`src/rtl/enemy_rom_arbiter_if.sv`:
```
// enemy_rom_arbiter_if: requester/ROM/response bundle between enemy draw units and the sprite ROM arbiter
interface enemy_rom_arbiter_if #(
   parameter int NUM_REQ = 4,
   parameter int ID_W    = 2
);
   logic [NUM_REQ-1:0]   req;
   logic [2*NUM_REQ-1:0] req_dir;
   logic [2*NUM_REQ-1:0] req_step;
   logic [6*NUM_REQ-1:0] req_x;
   logic [6*NUM_REQ-1:0] req_y;
   logic [NUM_REQ-1:0]   gnt;
   logic [15:0]          rom_addr;
   logic [4:0]           rom_data;
   logic                 rd_valid;
   logic [ID_W-1:0]      rd_id;
   logic [4:0]           rd_data;

   modport master (
      output req, req_dir, req_step, req_x, req_y, rom_data,
      input  gnt, rom_addr, rd_valid, rd_id, rd_data
   );

   modport slave (
      input  req, req_dir, req_step, req_x, req_y, rom_data,
      output gnt, rom_addr, rd_valid, rd_id, rd_data
   );
endinterface

```
`src/rtl/enemy_rom_arbiter.sv`:
```
// enemy_rom_arbiter: round-robin share of the 1-cycle-latency sprite ROM among enemy draw units,
// returning one tagged palette index per grant with fixed two-edge latency.
module enemy_rom_arbiter #(
   parameter int         NUM_REQ     = 4,
   parameter int         ID_W        = 2,
   parameter int         SPR_W       = 40,
   parameter int         SPR_H       = 64,
   parameter int         FRAME_SZ    = 2560,
   parameter logic [4:0] TRANSPARENT = 5'h00
) (
   input logic              i_clk,
   input logic              i_rst,
   enemy_rom_arbiter_if.slave bus
);
   localparam int IW = (NUM_REQ > 1) ? $clog2(NUM_REQ) : 1;

   logic [ID_W-1:0]    r_ptr, w_win, w_nxt;
   logic               w_any, w_oor;
   int                 w_idx;
   logic [1:0]         w_dir, w_step;
   logic [5:0]         w_x, w_y;
   logic [15:0]        w_addr;
   logic [NUM_REQ-1:0] r_gnt;
   logic [15:0]        r_addr;
   logic               r_s1_v, r_s1_tr, r_s2_v, r_s2_tr, r_rd_v;
   logic [ID_W-1:0]    r_s1_id, r_s2_id, r_rd_id;
   logic [4:0]         r_rd_data;

   // first asserted request at or after the pointer, wrapping
   always_comb begin
      w_any = 1'b0;
      w_win = '0;
      w_idx = 0;
      for (int k = 0; k < NUM_REQ; k++) begin
         w_idx = (int'(r_ptr) + k) % NUM_REQ;
         if (!w_any && bus.req[IW'(w_idx)]) begin
            w_any = 1'b1;
            w_win = ID_W'(w_idx);
         end
      end
   end

   always_comb begin
      w_dir  = 2'(bus.req_dir  >> (2 * int'(w_win)));
      w_step = 2'(bus.req_step >> (2 * int'(w_win)));
      w_x    = 6'(bus.req_x    >> (6 * int'(w_win)));
      w_y    = 6'(bus.req_y    >> (6 * int'(w_win)));
      w_addr = (16'(w_dir) * 16'd3 + 16'(w_step)) * 16'(FRAME_SZ)
             + 16'(w_y) * 16'(SPR_W) + 16'(w_x);
      w_oor  = (w_step == 2'd3) || (int'(w_x) >= SPR_W) || (int'(w_y) >= SPR_H);
      w_nxt  = (int'(w_win) == NUM_REQ - 1) ? '0 : w_win + 1'b1;
   end

   always_ff @(posedge i_clk or posedge i_rst) begin
      if (i_rst) begin
         r_ptr     <= '0;
         r_gnt     <= '0;
         r_addr    <= '0;
         r_s1_v    <= 1'b0;
         r_s1_tr   <= 1'b0;
         r_s1_id   <= '0;
         r_s2_v    <= 1'b0;
         r_s2_tr   <= 1'b0;
         r_s2_id   <= '0;
         r_rd_v    <= 1'b0;
         r_rd_id   <= '0;
         r_rd_data <= '0;
      end else begin
         r_gnt   <= w_any ? NUM_REQ'(1) << w_win : '0;
         r_s1_v  <= w_any;
         r_s1_id <= w_win;
         r_s1_tr <= w_oor;
         if (w_any) begin
            r_ptr  <= w_nxt;
            r_addr <= w_oor ? 16'd0 : w_addr;
         end
         // stage 2 lines up with the ROM's registered data
         r_s2_v  <= r_s1_v;
         r_s2_id <= r_s1_id;
         r_s2_tr <= r_s1_tr;
         r_rd_v  <= r_s2_v;
         if (r_s2_v) begin
            r_rd_id   <= r_s2_id;
            r_rd_data <= r_s2_tr ? TRANSPARENT : bus.rom_data;
         end
      end
   end

   assign bus.gnt      = r_gnt;
   assign bus.rom_addr = r_addr;
   assign bus.rd_valid = r_rd_v;
   assign bus.rd_id    = r_rd_id;
   assign bus.rd_data  = r_rd_data;
endmodule
```
`src/flat_wrapper.sv`:
```
// flat-port wrapper written by rule: the top's interface ports become plain ports
module enemy_rom_arbiter_flat 
#(
   parameter int         NUM_REQ     = 4,
   parameter int         ID_W        = 2,
   parameter int         SPR_W       = 40,
   parameter int         SPR_H       = 64,
   parameter int         FRAME_SZ    = 2560,
   parameter logic [4:0] TRANSPARENT = 5'h00
)
  (i_clk, i_rst, bus_req, bus_req_dir, bus_req_step, bus_req_x, bus_req_y, bus_rom_data, bus_gnt, bus_rom_addr, bus_rd_valid, bus_rd_id, bus_rd_data);
  enemy_rom_arbiter_if #(.NUM_REQ(NUM_REQ), .ID_W(ID_W)) bus_i ();
  input logic i_clk;
  input logic i_rst;
  input wire logic [$bits(bus_i.req)-1:0] bus_req;
  input wire logic [$bits(bus_i.req_dir)-1:0] bus_req_dir;
  input wire logic [$bits(bus_i.req_step)-1:0] bus_req_step;
  input wire logic [$bits(bus_i.req_x)-1:0] bus_req_x;
  input wire logic [$bits(bus_i.req_y)-1:0] bus_req_y;
  input wire logic [$bits(bus_i.rom_data)-1:0] bus_rom_data;
  output wire logic [$bits(bus_i.gnt)-1:0] bus_gnt;
  output wire logic [$bits(bus_i.rom_addr)-1:0] bus_rom_addr;
  output wire logic [$bits(bus_i.rd_valid)-1:0] bus_rd_valid;
  output wire logic [$bits(bus_i.rd_id)-1:0] bus_rd_id;
  output wire logic [$bits(bus_i.rd_data)-1:0] bus_rd_data;
  assign bus_i.req = bus_req;
  assign bus_i.req_dir = bus_req_dir;
  assign bus_i.req_step = bus_req_step;
  assign bus_i.req_x = bus_req_x;
  assign bus_i.req_y = bus_req_y;
  assign bus_i.rom_data = bus_rom_data;
  assign bus_gnt = bus_i.gnt;
  assign bus_rom_addr = bus_i.rom_addr;
  assign bus_rd_valid = bus_i.rd_valid;
  assign bus_rd_id = bus_i.rd_id;
  assign bus_rd_data = bus_i.rd_data;
  enemy_rom_arbiter #(.NUM_REQ(NUM_REQ), .ID_W(ID_W), .SPR_W(SPR_W), .SPR_H(SPR_H), .FRAME_SZ(FRAME_SZ), .TRANSPARENT(TRANSPARENT)) u_core (.i_clk(i_clk), .i_rst(i_rst), .bus(bus_i));
endmodule
```
`config.mk`:
```
export PLATFORM = sky130hd
export DESIGN_NAME = enemy_rom_arbiter_flat
export DESIGN_NICKNAME = d
export VERILOG_FILES = /design/src/rtl/enemy_rom_arbiter_if.sv /design/src/rtl/enemy_rom_arbiter.sv /design/src/flat_wrapper.sv
export SDC_FILE = /design/constraint.sdc
export NUM_CORES = 1
export LEC_CHECK = 0
export CAP_MARGIN = 20
export CORE_MARGIN = 2
export CORE_UTILIZATION = 45
export CTS_CLUSTER_DIAMETER = 40
export DETAILED_ROUTE_END_ITERATION = 12
export PLACE_DENSITY_LB_ADDON = 0.15
export SYNTH_ARGS = -nofsm -noshare
export SYNTH_HDL_FRONTEND = slang
export SYNTH_SLANG_ARGS = --single-unit
```
`constraint.sdc`:
```
create_clock -name i_clk -period 6.4 [get_ports i_clk]
set_input_delay 1.6 -clock i_clk [delete_from_list [all_inputs] [get_ports i_clk]]
set_output_delay 1.6 -clock i_clk [all_outputs]
set_load 0.02 [all_outputs]
```
==> flow_summary_export.csv <==
group,metric,value,unit
worst_setup_path,required,6.60,ns
sta,max_freq,164,MHz
clock_network,clock-sinks,38,
worst_setup_path,setup.worst_path.end_class,"flip-flop",
drt,via_count,2491,
logic_synthesis,netlist.area_leader.share,33.6,%
finish,area_growth,50.1,%
logic_synthesis,synth_area,2830,µm²
worst_setup_path,crit_top_cell,"inv_1",
floorplanning,rows,28,
logic_synthesis,yosysMostFrequentCell,"dfrtp_1",
global_route,antenna_found_initial,0,
worst_hold_path,hold_class,"reg -> reg",
run_status,status,"completed",
worst_setup_path,path_max_fanout,6,
placed_design,finalWeightedCongestion,0.800,
sta,layout_setup_ws,0.299,ns
global_route,grt_pass1_vias,2562,
logic_synthesis,synth_edf_count,0,
clock_network,cts_hold_buf,0,
drt,wl_met1,2870,µm
worst_setup_path,critPathBufInv,6,
floorplanning,chipWidth,83.3,µm
global_route,gr-total-overflow,0,
floorplanning,core,5990,µm²
placed_design,hpwl,5380,µm
flow_run,max-cap-violations,0,
logic_synthesis,async_flop_share,100,%
logic_synthesis,synth_nets,397,
clock_network,numCtsBuffers,5,
global_route,grt_pass1_wl,11100,µm
sta,min_period,6.10,ns
sta,holdWs,0.348,ns
drt,dr_wl_met3,287,µm
logic_synthesis,synth_seq_cells,38,
logic_synthesis,ys_seq_area_share,33.6,%
sta,clock_skew,0.00588,ns
finish,fin_nets,523,
worst_setup_path,critPathLaunch,"bus_req[2]",
sta,fin_crit_sh,95.3,%
clock_network,cts_resized,0,
logic_synthesis,netlist_top_cells_area,"dfrtp_1 (34%), ha_1 (10%), mux2i_1 (6.7%)",
finish,drive_above_1_share,17.3,%
worst_setup_path,crit_arrival,6.30,ns
drt,drt-pass1-iter-count,4,
logic_synthesis,synth_cell_types,44,
sta,relSlewSlack,54.4,%
drt,drtIter0Drc,104,
clock_network,clk_pin_slew,0.07,ns
clock_network,clockBufferDepth,2,
finish,final_cell_count_no_fill,496,
logic_synthesis,yosysTopAreaCell,"dfrtp_1",
drt,wl_per_cell,13.0,µm
logic_synthesis,yosys_warnings,0,
drt,top_layer_used,"met4",
worst_setup_path,start_kind,"input pin",
clock_network,tritoncts,"yes",
floorplanning,dieArea,6930,µm²
finish,antenna_cells,0,
finish,nFillCells,479,
logic_synthesis,synthFlopType,"dfrtp_1",
floorplanning,io_pins,103,
finish,final_core_util,70.8,%
drt,met2_length,3230,µm
drt,antenna_left,0,
logic_synthesis,syn_avg_cell_area,9.61,µm²
worst_setup_path,crit_chain,"clkdlybuf4s50_1 -> nor2b_1 -> a21o_1 -> a211oi_4 -> buf_6 -> mux2i_1 -> nand2_1 -> and2_1 -> inv_1 -> fa_1 -> inv_1 -> ha_1 -> inv_1 -> fa_1 -> inv_1 -> ha_1 -> ha_1 -> or3_4 -> a31oi_4 -> nor3_2 -> a211o_1 -> and3_1 -> o31ai_2",
floorplanning,die-height,83.3,µm
global_route,grt_max_degree,40,
placed_design,io_buffers,102,
drt,drc_errors,0,
worst_setup_path,cp_top_family,"adder cells",
worst_setup_path,slowest_delay,0.47,ns
sta,finalSetupViolCount,0,
placed_design,post-place-ws,-0.100,ns
sta,worst_pin_slew,0.684,ns
clock_network,post_cts_buffers,0,
drt,finalWirelength,6460,µm
sta,finalMaxSlewViolations,0,
worst_setup_path,slowest_stage,"fa_1",
logic_synthesis,syn_inst,294,
worst_hold_path,worstHoldStart,"u_core.r_s1_id[0]",
clock_network,cts_root_buffer,"clkbuf_8",
global_route,grt_usage,19.3,%
worst_setup_path,setup.worst_path.class,"in -> reg",
worst_setup_path,r2r_start,"u_core.r_ptr[0]",
floorplanning,initial_core_util,47.2,%
clock_network,htreeDepth,2,
clock_network,worstSkewPairLatency,0.28,ns
logic_synthesis,synthTopCellsByCount,"dfrtp_1 (38), nand2_1 (37), inv_1 (24), ha_1 (23), mux2i_1 (19)",
drt,vias_per_cell,5.02,
sta,hold_viol,0,
placed_design,post-place-cells,488,
-- worst paths after layout --
path | cells after the start | endpoint | slack [ns]
setup / recovery | 23 | u_core.bus.rom_addr[15] | 0.30
hold / removal | 0 | u_core.r_s2_id[0] | 0.35
setup reg to reg | 22 | u_core.bus.rom_addr[15] | 1.76
hold reg to reg | 0 | u_core.r_s2_id[0] | 0.35
max in group asynchronous | 3 | u_core.bus.rom_addr[3] | 4.36
min in group asynchronous | 3 | u_core.bus.rom_addr[14] | 1.71
-- layout by cell type (no fill, tap or decap), types with 10 or more instances in the layout --
| master | synthesis | final |
|---|---|---|
| dfrtp_1 | 38 | 38 |
| a21oi_1 | 14 | 13 |
| o21ai_0 | 11 | 10 |
| inv_1 | 24 | 24 |
| ha_1 | 23 | 22 |
| nand3_1 | 11 | 11 |
| nand2_1 | 37 | 37 |
| mux2_2 | 11 | 11 |
| clkdlybuf4s50_1 | 0 | 102 |
| nor2b_1 | 12 | 11 |
| mux2i_1 | 19 | 19 |
| buf_4 | 1 | 28 |
-- flip-flops by register name (all words and copies together) (netlist names) --
signal / flops
u_core.r_s2_tr: 1
u_core.bus.gnt: 4
u_core.r_s1_v: 1
u_core.r_s2_id: 2
u_core.r_s1_id: 2
u_core.bus.rd_id: 2
u_core.r_s2_v: 1
u_core.r_ptr: 2
u_core.bus.rd_data: 5
u_core.bus.rom_addr: 16
u_core.r_s1_tr: 1
u_core.bus.rd_valid: 1
-- metrics by stage --
step	area [µm²]	setup TNS, ns
after global routing	4240	-0.0136
after global placement	4110	0
after floorplan	2830	0
after detailed placement	4110	-0.100
final	4240	0
after CTS	4200	0
-- worst reg2reg max path, stage by stage, from the launching register on --
cell and delay (ns):
dfrtp_1 0.38, nor2b_1 0.07, a21o_1 0.18, a211oi_4 0.33
buf_6 0.18, mux2i_1 0.19, nand2_1 0.06, and2_1 0.16
inv_1 0.06, fa_1 0.40, inv_1 0.07, ha_1 0.13
inv_1 0.04, fa_1 0.47, inv_1 0.05, ha_1 0.29
ha_1 0.20, or3_4 0.38, a31oi_4 0.17, nor3_2 0.08
a211o_1 0.28, and3_1 0.19, o31ai_2 0.16
-- layout make-up --
class                      count  area (µm²)  share of cell area [%]
clock buffer                   7        86.3                    2.04
clock inverter                 1        5.00                   0.118
inverter                      25        93.8                    2.21
multi-input combinational    219        1770                    41.7
sequential                    38         951                    22.4
tap                           75        93.8                    2.21
timing repair buffer         131        1240                    29.3
-- logic make-up after synthesis --
logic type               count (synthesis)  synth area share, %
buffers and inverters                   37                 5.71
multiplexers                            30                 11.1
AND/OR/NAND/NOR                         83                 13.7
AO/OA/AOI/OAI                           65                 18.1
adder cells (fa/ha/maj)                 28                 13.7
XOR/XNOR                                13                 4.03
flip-flops                              38                 33.6
-- routing by layer --
metal	global-route usage, %	up-vias
met5	0	-
met4	4.92	0
met3	3.18	7
met2	35.4	67
met1	23.4	1145
li1	-	1272
Power is not shown: default switching activity piles up to over one toggle a cycle in this logic, so the estimate is an artifact.
